File: src/rtl/mem_arbiter_if.sv
// Bus bundle for mem_arbiter: fetch port, data port, memory side and stall/error outputs.
// slave = arbiter view, master = environment (pipeline stages + memory) view.
interface mem_arbiter_if #(
    parameter int ADDR_W = 32,
    parameter int DATA_W = 32
);
    logic                  if_req;
    logic [ADDR_W-1:0]     if_addr;
    logic [DATA_W-1:0]     if_rdata;
    logic                  if_ack;
    logic                  d_req;
    logic                  d_we;
    logic [DATA_W/8-1:0]   d_sel;
    logic [ADDR_W-1:0]     d_addr;
    logic [DATA_W-1:0]     d_wdata;
    logic [DATA_W-1:0]     d_rdata;
    logic                  d_ack;
    logic                  m_en;
    logic                  m_we;
    logic [DATA_W/8-1:0]   m_sel;
    logic [ADDR_W-1:0]     m_addr;
    logic [DATA_W-1:0]     m_wdata;
    logic [DATA_W-1:0]     m_rdata;
    logic                  m_ready;
    logic                  stallreq_if;
    logic                  stallreq_mem;
    logic                  bus_err;

    modport slave (
        input  if_req, if_addr, d_req, d_we, d_sel, d_addr, d_wdata, m_rdata, m_ready,
        output if_rdata, if_ack, d_rdata, d_ack, m_en, m_we, m_sel, m_addr, m_wdata,
               stallreq_if, stallreq_mem, bus_err
    );

    modport master (
        output if_req, if_addr, d_req, d_we, d_sel, d_addr, d_wdata, m_rdata, m_ready,
        input  if_rdata, if_ack, d_rdata, d_ack, m_en, m_we, m_sel, m_addr, m_wdata,
               stallreq_if, stallreq_mem, bus_err
    );
endinterface

File: src/rtl/mem_arbiter.sv
// Arbitrates one single-port memory between instruction fetch and data ports (alternating priority).
// Optional wait timeout with bus_err pulse when MEMARB_TIMEOUT_EN is defined.
module mem_arbiter #(
    parameter int ADDR_W      = 32,
    parameter int DATA_W      = 32,
    parameter int TIMEOUT_CYC = 16
) (
    input  logic          clk,
    input  logic          resetn,
    mem_arbiter_if.slave  bus
);
    localparam int SEL_W = DATA_W / 8;

    localparam logic [1:0] IDLE   = 2'd0;
    localparam logic [1:0] BUSY_I = 2'd1;
    localparam logic [1:0] BUSY_D = 2'd2;
    localparam logic [1:0] ACK    = 2'd3;

    logic [1:0]        state;
    logic              last_d;
    logic              m_en;
    logic              m_we;
    logic [SEL_W-1:0]  m_sel;
    logic [ADDR_W-1:0] m_addr;
    logic [DATA_W-1:0] m_wdata;
    logic [DATA_W-1:0] if_rdata;
    logic [DATA_W-1:0] d_rdata;
    logic              if_ack;
    logic              d_ack;
    logic              bus_err;
    logic              busy;
    logic              timeout_hit;
    logic              grant_d;

    assign busy    = (state == BUSY_I) || (state == BUSY_D);
    // Data wins unless fetch is also pending and data had the previous grant.
    assign grant_d = bus.d_req && (!bus.if_req || !last_d);

`ifdef MEMARB_TIMEOUT_EN
    localparam int CW = $clog2(TIMEOUT_CYC + 1);
    logic [CW-1:0] wait_cnt;

    assign timeout_hit = busy && !bus.m_ready && (wait_cnt == CW'(TIMEOUT_CYC - 1));

    always_ff @(posedge clk or negedge resetn) begin
        if (!resetn) begin
            wait_cnt <= '0;
            bus_err  <= 1'b0;
        end else begin
            bus_err <= timeout_hit;
            if (!busy)
                wait_cnt <= '0;
            else if (!bus.m_ready)
                wait_cnt <= wait_cnt + 1'b1;
        end
    end
`else
    assign timeout_hit = 1'b0;
    assign bus_err     = 1'b0;
`endif

    always_ff @(posedge clk or negedge resetn) begin
        if (!resetn) begin
            state    <= IDLE;
            last_d   <= 1'b0;
            m_en     <= 1'b0;
            m_we     <= 1'b0;
            m_sel    <= '0;
            m_addr   <= '0;
            m_wdata  <= '0;
            if_rdata <= '0;
            d_rdata  <= '0;
            if_ack   <= 1'b0;
            d_ack    <= 1'b0;
        end else begin
            if_ack <= 1'b0;
            d_ack  <= 1'b0;
            case (state)
                IDLE: begin
                    if (grant_d) begin
                        state   <= BUSY_D;
                        m_en    <= 1'b1;
                        m_we    <= bus.d_we;
                        m_sel   <= bus.d_sel;
                        m_addr  <= bus.d_addr;
                        m_wdata <= bus.d_wdata;
                        last_d  <= 1'b1;
                    end else if (bus.if_req) begin
                        state   <= BUSY_I;
                        m_en    <= 1'b1;
                        m_we    <= 1'b0;
                        m_sel   <= '1;
                        m_addr  <= bus.if_addr;
                        m_wdata <= '0;
                        last_d  <= 1'b0;
                    end
                end
                BUSY_I, BUSY_D: begin
                    // A timeout returns zero data; a same-cycle m_ready takes precedence.
                    if (bus.m_ready || timeout_hit) begin
                        state <= ACK;
                        m_en  <= 1'b0;
                        m_we  <= 1'b0;
                        m_sel <= '0;
                        if (state == BUSY_D) begin
                            d_ack   <= 1'b1;
                            d_rdata <= bus.m_ready ? bus.m_rdata : '0;
                        end else begin
                            if_ack   <= 1'b1;
                            if_rdata <= bus.m_ready ? bus.m_rdata : '0;
                        end
                    end
                end
                ACK:     state <= IDLE;
                default: state <= IDLE;
            endcase
        end
    end

    assign bus.m_en         = m_en;
    assign bus.m_we         = m_we;
    assign bus.m_sel        = m_sel;
    assign bus.m_addr       = m_addr;
    assign bus.m_wdata      = m_wdata;
    assign bus.if_rdata     = if_rdata;
    assign bus.d_rdata      = d_rdata;
    assign bus.if_ack       = if_ack;
    assign bus.d_ack        = d_ack;
    assign bus.bus_err      = bus_err;
    assign bus.stallreq_if  = bus.if_req & ~if_ack;
    assign bus.stallreq_mem = bus.d_req & ~d_ack;
endmodule

File: src/flat_wrapper.sv
// flat-port wrapper written by rule: the top's interface ports become plain ports
module mem_arbiter_flat 
#(
    parameter int ADDR_W      = 32,
    parameter int DATA_W      = 32,
    parameter int TIMEOUT_CYC = 16
)
  (clk, resetn, bus_if_req, bus_if_addr, bus_d_req, bus_d_we, bus_d_sel, bus_d_addr, bus_d_wdata, bus_m_rdata, bus_m_ready, bus_if_rdata, bus_if_ack, bus_d_rdata, bus_d_ack, bus_m_en, bus_m_we, bus_m_sel, bus_m_addr, bus_m_wdata, bus_stallreq_if, bus_stallreq_mem, bus_bus_err);
  mem_arbiter_if #(.ADDR_W(ADDR_W), .DATA_W(DATA_W)) bus_i ();
  input  logic clk;
  input  logic resetn;
  input wire logic [$bits(bus_i.if_req)-1:0] bus_if_req;
  input wire logic [$bits(bus_i.if_addr)-1:0] bus_if_addr;
  input wire logic [$bits(bus_i.d_req)-1:0] bus_d_req;
  input wire logic [$bits(bus_i.d_we)-1:0] bus_d_we;
  input wire logic [$bits(bus_i.d_sel)-1:0] bus_d_sel;
  input wire logic [$bits(bus_i.d_addr)-1:0] bus_d_addr;
  input wire logic [$bits(bus_i.d_wdata)-1:0] bus_d_wdata;
  input wire logic [$bits(bus_i.m_rdata)-1:0] bus_m_rdata;
  input wire logic [$bits(bus_i.m_ready)-1:0] bus_m_ready;
  output wire logic [$bits(bus_i.if_rdata)-1:0] bus_if_rdata;
  output wire logic [$bits(bus_i.if_ack)-1:0] bus_if_ack;
  output wire logic [$bits(bus_i.d_rdata)-1:0] bus_d_rdata;
  output wire logic [$bits(bus_i.d_ack)-1:0] bus_d_ack;
  output wire logic [$bits(bus_i.m_en)-1:0] bus_m_en;
  output wire logic [$bits(bus_i.m_we)-1:0] bus_m_we;
  output wire logic [$bits(bus_i.m_sel)-1:0] bus_m_sel;
  output wire logic [$bits(bus_i.m_addr)-1:0] bus_m_addr;
  output wire logic [$bits(bus_i.m_wdata)-1:0] bus_m_wdata;
  output wire logic [$bits(bus_i.stallreq_if)-1:0] bus_stallreq_if;
  output wire logic [$bits(bus_i.stallreq_mem)-1:0] bus_stallreq_mem;
  output wire logic [$bits(bus_i.bus_err)-1:0] bus_bus_err;
  assign bus_i.if_req = bus_if_req;
  assign bus_i.if_addr = bus_if_addr;
  assign bus_i.d_req = bus_d_req;
  assign bus_i.d_we = bus_d_we;
  assign bus_i.d_sel = bus_d_sel;
  assign bus_i.d_addr = bus_d_addr;
  assign bus_i.d_wdata = bus_d_wdata;
  assign bus_i.m_rdata = bus_m_rdata;
  assign bus_i.m_ready = bus_m_ready;
  assign bus_if_rdata = bus_i.if_rdata;
  assign bus_if_ack = bus_i.if_ack;
  assign bus_d_rdata = bus_i.d_rdata;
  assign bus_d_ack = bus_i.d_ack;
  assign bus_m_en = bus_i.m_en;
  assign bus_m_we = bus_i.m_we;
  assign bus_m_sel = bus_i.m_sel;
  assign bus_m_addr = bus_i.m_addr;
  assign bus_m_wdata = bus_i.m_wdata;
  assign bus_stallreq_if = bus_i.stallreq_if;
  assign bus_stallreq_mem = bus_i.stallreq_mem;
  assign bus_bus_err = bus_i.bus_err;
  mem_arbiter #(.ADDR_W(ADDR_W), .DATA_W(DATA_W), .TIMEOUT_CYC(TIMEOUT_CYC)) u_core (.clk(clk), .resetn(resetn), .bus(bus_i));
endmodule
File: config.mk
export PLATFORM = sky130hd
export DESIGN_NAME = mem_arbiter_flat
export DESIGN_NICKNAME = d
export VERILOG_FILES = /design/src/rtl/mem_arbiter_if.sv /design/src/rtl/mem_arbiter.sv /design/src/flat_wrapper.sv
export SDC_FILE = /design/constraint.sdc
export NUM_CORES = 1
export LEC_CHECK = 0
export CAP_MARGIN = 5
export CORE_AREA = 2 2 114 116
export CTS_BUF_LIST = sky130_fd_sc_hd__clkbuf_16
export CTS_CLUSTER_SIZE = 28
export DETAILED_ROUTE_END_ITERATION = 10
export DIE_AREA = 0 0 116 118
export DONT_BUFFER_PORTS = 1
export PLACE_DENSITY = 0.56
export SYNTH_ARGS = -nofsm -noshare
export SYNTH_HDL_FRONTEND = slang
export SYNTH_SLANG_ARGS = --single-unit
export TNS_END_PERCENT = 10
File: constraint.sdc
create_clock -name clk -period 2.7 [get_ports clk]
set_clock_uncertainty 0.15 [all_clocks]
set_input_delay 0.135 -clock clk [delete_from_list [all_inputs] [get_ports clk]]
set_output_delay 0.135 -clock clk [all_outputs]
set_load 0.1 [all_outputs]
==> results_dict.tcl, run 1 <==
set metrics [dict create \
    dr.max_layer_used "met4" \
    grt_pass1_wl_um 22620 \
    overflow 0 \
    clk_pin_slew_ns 0.06 \
    syn_inst 437 \
    start_util 0.4458 \
    synth_xor_area_frac 0 \
    reg2regPathDepth 7 \
    synth_top_family_by_area "multiplexers" \
    synth.distinct_cells 25 \
    portBuffers 0 \
    hp-class "primary input to async pin" \
    final_cell_mix "139 x dfrtp_1, 133 x dlygate4sd3_1, 75 x buf_4, 70 x mux2_2, 70 x a21oi_1" \
    finalSetupTns_ns 0 \
    drt_iter0_drc 225 \
    wl_met2_um 7836 \
    avgViaCountPerCell 5.212 \
    wl_met3_um 1296 \
    ios 277 \
    wirelength_um 14910 \
    synth-compound-area-share 0.1243 \
    die_w_um 116 \
    ys_ff_latch 139 \
    fin_crit_ns 2.456 \
    dr.pass1.iters 4 \
    crit_arrival_ns 2.59 \
    cts_tree "yes" \
    seq_area_um2 3478 \
    multiInputGateArea_um2 1893 \
    filler_cell_count 932 \
    syn_to_final_growth_pct 45.49 \
    diodes 0 \
    cts_max_path_buffers 2 \
    wl_per_cell_um 18.18 \
    crit_path_end_kind "flop" \
    grt_pass1_vias 4574 \
    r2r_start "u_core.state[1]" \
    ant_nets 0 \
    die_y_um 118 \
    grt_use_total 0.2159 \
    final_nets 777 \
    fmax_ghz 0.4072 \
    slew_violations 0 \
    antenna_found_initial 0 \
    syn_nets 579 \
    finalCritPeriodShare 0.9096 \
    clkLatencyLatePin_ns 0.41 \
    syn-cell-area_um2 5534 \
    ff2ff_setup_slack_ns 0.24 \
    status "finished, violations left" \
    path_max_fanout 22 \
    synth_fa_ha_area_frac 0.009044 \
    h-tree-depth 4 \
    vias 4274 \
    drive_gt1_frac 0.2809 \
    worstMarginPinSlew_ns 1.010 \
    syn_area_per_cell_um2 12.66 \
    core_area_um2 12410 \
    hold_slack_ns -0.7350 \
    num_rows 41 \
    dieArea_um2 13690 \
    synthSimpleGateAreaFrac 0.05449 \
    grt_max_degree 140 \
    cp-start-kind "flop" \
    clock-sinks 139 \
    grt_setup_unrepaired "false" \
    cts_root_buf "clkbuf_16" \
    failed_checks "hold timing" \
    worstReg2RegEnd "u_core.bus.m_addr[13]" \
    yosysWarnings 0 \
    max_cap_violations 0 \
    place_hpwl_um 9053 \
    setup_viol 0 \
    holdBufCountCts 133 \
    routabilityCongestion 0.7987 \
    wl_met1_um 5392 \
    synth_mux_area_frac 0.1479 \
    layout_commonest_cell "dfrtp_1" \
    crit_type "flop to flop" \
    drc_errors 0 \
    cts_made_buffers 17 \
    cp_data_required_time_ns 2.84 \
    relSlewSlack 0.3268 \
    finalHoldViolations 139 \
    seq_area_frac_synth 0.6285 \
]
-- state kept, by name, summed over array words and instances (netlist names) --
signal,count
u_core.last_d,1
u_core.bus.m_sel,4
u_core.bus.m_en,1
u_core.bus.d_ack,1
u_core.bus.m_wdata,32
u_core.bus.if_ack,1
u_core.state,2
u_core.bus.m_we,1
u_core.bus.m_addr,32
u_core.bus.d_rdata,32
u_core.bus.if_rdata,32
-- cell usage after synthesis (all sizes together) --
master  count  share of area
a211oi      1         0.0036
a21bo       1         0.0018
a21boi      1         0.0014
a21o        1         0.0014
a21oi      70          0.063
a22o       32          0.051
and2        1         0.0011
buf        24          0.025
clkbuf      6         0.0041
conb        1        0.00068
dfrtp     139           0.63
ha          4         0.0090
inv         9         0.0061
mux2       70           0.14
mux2i       3         0.0054
nand2      32          0.022
nand3       1         0.0018
nand3b      1         0.0020
nor2       34          0.023
nor2b       3         0.0034
nor3b       1         0.0014
o21a        1         0.0014
o21ai       1        0.00090
-- worst max-delay path: stages (launching register included) --
cell and delay, ns:
dfrtp_1 0.40, inv_1 0.12, ha_2 0.31, o21ai_4 0.24
buf_4 0.28, a21oi_1 0.16, a21oi_1 0.10, dlygate4sd3_1 0.56
-- what timing repair did --
item,4_1_cts,5_1_grt
endpoints found under the setup margin,0,19
gates resized for setup,0,1
buffers inserted,0,0
hold endpoints to repair,272,139
-- cell type report --
type / count / area share
Clock buffer: 17 / 0.05284
Clock inverter: 15 / 0.01383
Inverter: 9 / 0.004196
Multi-Input combinational cell: 260 / 0.2351
Sequential cell: 139 / 0.4320
Tap cell: 172 / 0.02673
Timing Repair Buffer: 208 / 0.2353
-- worst max path at each step --
| stage | start | to | cells after the start |
|---|---|---|---|
| 2_1_floorplan | u_core.bus.if_ack | bus_stallreq_if | 1 |
| 3_3_place_gp | u_core.state[0] | u_core.bus.m_sel[3] | 5 |
| 3_5_place_dp | u_core.state[0] | u_core.bus.m_we | 5 |
| 4_1_cts | u_core.state[1] | u_core.bus.m_addr[1] | 7 |
| 5_1_grt | u_core.state[1] | u_core.bus.m_addr[7] | 7 |
| 6_report | u_core.state[1] | u_core.bus.m_addr[13] | 7 |
-- through the flow --
| step | utilization | worst slack, ns | cells | instance area (um^2) |
|---|---|---|---|---|
| floorplan | - | 0.2043 | 437 | 5534 |
| global placement | 0.4972 | 0.5991 | 654 | 6172 |
| detailed placement | 0.4972 | 0.5123 | 654 | 6172 |
| CTS | 0.6477 | 0.04516 | 819 | 8040 |
| global route | 0.6486 | 0.09197 | 820 | 8051 |
| finish | 0.6486 | 0.2442 | 820 | 8051 |
-- cell families after synthesis --
family | Yosys count
AO/OA/AOI/OAI | 108
adder cells (fa/ha/maj) | 4
buffers and inverters | 39
flip-flops | 139
multiplexers | 73
other | 1
AND/OR/NAND/NOR | 73
-- per-layer routing --
metal	GRT usage	vias to the layer above
met1	0.2224	2128
met5	0	-
met4	0.1213	0
met2	0.3735	189
met3	0.07775	33
li1	-	1924
Power of run 1 is not shown: default switching activity piles up to over one toggle a cycle in this logic, so the estimate is an artifact.
==> inputs of run 2 (changes only) <==
ABC_AREA = 1   (was unset)
CAP_MARGIN = 20   (was 5)
CORE_AREA = 2 2 117 119   (was 2 2 114 116)
DIE_AREA = 0 0 119 121   (was 0 0 116 118)
PLACE_DENSITY = 0.57   (was 0.56)
==> results_dict.tcl, run 2 <==
set metrics [dict create \
    cts_tree "yes" \
    relSlewSlack 0.5797 \
    failed_checks "hold timing" \
    netlist_top_cells_area "dfrtp_1 59%, nand2_1 18%, o21ai_0 8.7%" \
    syn-cell-area_um2 5847 \
    final_nets 1119 \
    seq_area_um2 3478 \
    vias 5689 \
    worstMarginPinSlew_ns 0.6281 \
    cts_max_path_buffers 2 \
    fmax_ghz 0.3852 \
    grt_pass1_wl_um 28410 \
    layout_commonest_cell "nand2_1" \
    cts_made_buffers 17 \
    drc_errors 0 \
    cpMaxStageDelayCell "dlygate4sd3_1" \
    async_flop_share 1.000 \
    finalCritPeriodShare 0.9615 \
    place_hpwl_um 10340 \
    synth_top_cell_by_area "dfrtp_1" \
    ant_nets 0 \
    diodes 0 \
    hold_slack_ns -0.7378 \
    path_cells "nand2_1, nand2_2, buf_4, nand2_1, nand2_1, dlygate4sd3_1, nand2_1, nand2_1, dlygate4sd3_1" \
    synth.distinct_cells 16 \
    r2r_start "u_core.last_d" \
    syn_nets 836 \
    antenna_found_initial 0 \
    avgViaCountPerCell 4.883 \
    clock-sinks 139 \
    wl_per_cell_um 15.21 \
    synth_common_cells "278 x nand2_1, 139 x dfrtp_1, 102 x o21ai_0" \
    path_max_fanout 24 \
    path_common_cell "nand2_1" \
    clk_pin_slew_ns 0.06 \
    crit_type "flop to flop" \
    syn_area_per_cell_um2 8.425 \
    seq_area_frac_synth 0.5949 \
    num_rows 42 \
    dr.pass1.iters 6 \
    drive_gt1_frac 0.1780 \
    portBuffers 0 \
    syn_to_final_growth_pct 56.17 \
    overflow 0 \
    wirelength_um 17720 \
    status "finished, violations left" \
    multiInputGateArea_um2 1884 \
    grt_max_degree 140 \
    final_cell_mix "277 x nand2_1, 159 x dlygate4sd3_1, 144 x buf_4, 139 x dfrtp_1, 102 x o21ai_0" \
    reg2regPathDepth 9 \
    start_util 0.4468 \
    ff2ff_setup_slack_ns 0.10 \
    grt_use_total 0.2518 \
    grt_pass1_vias 5887 \
    synthFlopType "dfrtp_1" \
    filler_cell_count 957 \
    worstReg2RegEnd "u_core.bus.m_addr[14]" \
    slew_violations 0 \
    cts_root_buf "clkbuf_16" \
    holdBufCountCts 159 \
    hp-class "primary input to async pin" \
    ys_ff_latch 139 \
    yosys.cell_count.top_type "nand2_1" \
    synth_edf_count 0 \
    routabilityCongestion 0.8189 \
    fin_crit_ns 2.596 \
    h-tree-depth 4 \
    grt_setup_unrepaired "false" \
    die_y_um 121 \
    finalHoldViolations 140 \
    setup_viol 0 \
    dieArea_um2 14400 \
    core_area_um2 13090 \
    max_cap_violations 0 \
    syn_inst 694 \
    die_w_um 119 \
    ios 277 \
    finalSetupTns_ns 0 \
    yosysWarnings 0 \
    clkLatencyLatePin_ns 0.41 \
    crit_arrival_ns 2.74 \
    cpPeakStageDelay_ns 0.57 \
    drt_iter0_drc 322 \
    cp_data_required_time_ns 2.85 \
    crit_path_end_kind "flop" \
    cp-start-kind "flop" \
    synth_top_area_share 0.5949 \
]
-- run 2: changes by cell type after synthesis, moves of 6 or more --
cell     previous run  this run
nand2_1            32       278
o21ai_0             1       102
inv_1               9        80
mux2_2             70         0
a21oi_1            70         1
nand3_1             0        41
a22o_1             32         0
nor2_1             34         4
buf_2              14        20
-- run 2: cell families (layout without fill, tap and decap cells) --
| group | Yosys count | count (layout) | synth area share |
|---|---|---|---|
| other | 1 | 1 | 0.0006414 |
| flip-flops | 139 | 139 | 0.5949 |
| buffers and inverters | 120 | 415 | 0.08710 |
| adder cells (fa/ha/maj) | 4 | 4 | 0.008560 |
| AO/OA/AOI/OAI | 105 | 105 | 0.09052 |
| AND/OR/NAND/NOR | 325 | 325 | 0.2183 |
-- run 2: cell type report --
type                    instances  share of cell area
inverters                      80             0.03289
clock buffers                  17             0.04659
multi-input cells             435              0.2064
clock inverters                14             0.01521
repair buffers                304              0.2939
flip-flops and latches        139              0.3809
well taps                     176             0.02412
-- run 2: routing by layer --
layer  share of wire  wire length, um  global-route usage
met3           0.081             1442             0.08647
met2            0.52             9179              0.4472
met1            0.37             6572              0.2706
met4           0.030              524              0.1146
met5               0                0                   0
-- run 2: worst max path at each step --
| stage | from | to | slack (ns) |
|---|---|---|---|
| after global placement | u_core.state[0] | u_core.bus.if_rdata[16] | 0.87 |
| after CTS | u_core.last_d | u_core.bus.m_addr[9] | 0.08 |
| after global routing | u_core.last_d | u_core.bus.m_addr[13] | 0.03 |
| after detailed placement | u_core.state[0] | u_core.bus.if_rdata[13] | 0.77 |
| final | u_core.last_d | u_core.bus.m_addr[14] | 0.10 |
| after floorplan | u_core.bus.if_ack | bus_stallreq_if | 0.27 |
-- run 2: repair_timing --
| action | 4_1_cts | 5_1_grt |
|---|---|---|
| hold endpoints to repair | 275 | 139 |
| gates resized for setup | 0 | 2 |
| setup endpoints to repair | 0 | 22 |
| setup buffers | 0 | 0 |
-- run 2: metrics by stage --
step,util,setup slack (ns),area (um^2),cells,hold WS [ns]
after floorplan,-,0.2711,5847,694,-0.3106
after global placement,0.5326,0.8721,6969,975,-0.3063
after detailed placement,0.5326,0.7673,6969,975,-0.3061
after CTS,0.6974,0.08428,9125,1165,-0.7556
after global routing,0.6978,0.03291,9131,1165,-0.7552
final,0.6978,0.1039,9131,1165,-0.7378
-- run 2: worst max-delay path: cells and delay by family, from the launching register on --
kind          cells  cell delay, ns
buf+inv           3            1.40
simple gates      6            0.55
flops             1            0.37
Power of run 2 is left out for the same reason.
==> inputs of run 3 (changes only) <==
CORE_AREA = 2 2 133 135   (was 2 2 117 119)
DIE_AREA = 0 0 135 137   (was 0 0 119 121)
PLACE_DENSITY = 0.46   (was 0.57)
==> results_dict.tcl, run 3 (synthesis gave the netlist of run 2 again) <==
set metrics [dict create \
    ant_nets 0 \
    path_buf_inv 3 \
    stdcell_count 1198 \
    fin_crit_ns 2.500 \
    cp-startpoint "u_core.last_d" \
    max_cap_violations 0 \
    worstMarginPinSlew_ns 0.8873 \
    hp-class "primary input to async pin" \
    die_y_um 137 \
    clock-sinks 139 \
    clk_pin_slew_ns 0.06 \
    cp-start-kind "flop" \
    reg2regPathDepth 9 \
    antenna_found_initial 0 \
    num_rows 48 \
    final_cell_mix "277 x nand2_1, 143 x buf_4, 141 x dlygate4sd3_1, 139 x dfrtp_1, 102 x o21ai_0" \
    vias 5365 \
    cp_data_required_time_ns 2.84 \
    path_cells "nand2_2, nand2_1, buf_6, nand2_1, nand2_1, dlygate4sd3_1, nand2_1, nand2_1, dlygate4sd3_1" \
    drc_errors 0 \
    crit_arrival_ns 2.64 \
    avgViaCountPerCell 4.478 \
    grt_pass1_vias 5544 \
    finalSetupTns_ns 0 \
    fmax_ghz 0.4000 \
    crit_path_end_kind "flop" \
    status "finished, violations left" \
    cts_tree "yes" \
    r2r_start "u_core.last_d" \
    layout_commonest_cell "nand2_1" \
    holdBufCountCts 142 \
    cpPeakStageDelay_ns 0.56 \
    ff2ff_setup_slack_ns 0.20 \
    slew_violations 0 \
    cp_top_family "buffers and inverters" \
    die_w_um 135 \
    finalCritPeriodShare 0.9259 \
    grt_setup_unrepaired "false" \
    place_hpwl_um 10910 \
    ios 277 \
    drive_gt1_frac 0.1891 \
    wirelength_um 17260 \
    cp.depth 9 \
    dr.pass1.iters 4 \
    setup_viol 0 \
    final_nets 1102 \
    seq_area_um2 3478 \
    portBuffers 0 \
    start_util 0.3428 \
    grt_pass1_wl_um 26830 \
    cpMaxStageDelayCell "dlygate4sd3_1" \
    filler_cell_count 1526 \
    cts_made_buffers 17 \
    dieArea_um2 18500 \
    dpl.cell_count 1024 \
    core_area_um2 17060 \
    finalHoldViolations 139 \
    syn_to_final_growth_pct 54.93 \
    drt_iter0_drc 253 \
    cts_max_path_buffers 2 \
    cts_root_buf "clkbuf_16" \
    grt_max_degree 140 \
    routabilityCongestion 0.7842 \
    h-tree-depth 4 \
    grt_use_total 0.1849 \
    worstReg2RegEnd "u_core.bus.m_addr[30]" \
    hold_slack_ns -0.7356 \
    path_max_fanout 32 \
    clkLatencyLatePin_ns 0.41 \
    wl_per_cell_um 14.41 \
    crit_type "flop to flop" \
    relSlewSlack 0.4062 \
    overflow 0 \
    path_common_cell "nand2_1" \
    failed_checks "hold timing" \
    post_cts_buffers 0 \
    diodes 0 \
    multiInputGateArea_um2 1884 \
]
==> run 3: metal layers <==
layer | vias up | track usage | part of all wire
met3 | 22 | 0.06704 | 0.084
met1 | 2469 | 0.2022 | 0.39
met4 | 0 | 0.06076 | 0.015
li1 | 2676 | - | -
met5 | - | 0 | 0
met2 | 198 | 0.3333 | 0.51
==> run 3: what timing repair did <==
item                                    in CTS  in global routing
hold endpoints to repair                   275                139
endpoints found under the setup margin       0                  5
gates resized for setup                      0                  5
==> run 3: how the worst max path moves through the flow <==
stage                        endpoint  slack (ns)
6_report        u_core.bus.m_addr[30]        0.20
5_1_grt         u_core.bus.m_addr[11]        0.08
4_1_cts         u_core.bus.m_addr[30]        0.02
3_5_place_dp   u_core.bus.m_wdata[12]        0.75
3_3_place_gp   u_core.bus.m_wdata[22]        0.81
2_1_floorplan         bus_stallreq_if        0.27
==> run 3: metrics by stage <==
stage	setup slack (ns)	util	instance area [um^2]
global placement	0.8056	0.4122	7030
detailed placement	0.7491	0.4122	7030
finish	0.2002	0.5311	9059
CTS	0.02385	0.5302	9042
global route	0.07559	0.5311	9059
floorplan	0.2711	-	5847
==> run 3: area by class of cell <==
cell class	instances	area share
flip-flops and latches	139	0.3840
repair buffers	287	0.2786
multi-input cells	435	0.2080
clock buffers	17	0.04696
clock inverters	15	0.01823
inverters	80	0.03315
well taps	225	0.03108
Power of run 3 is left out for the same reason.
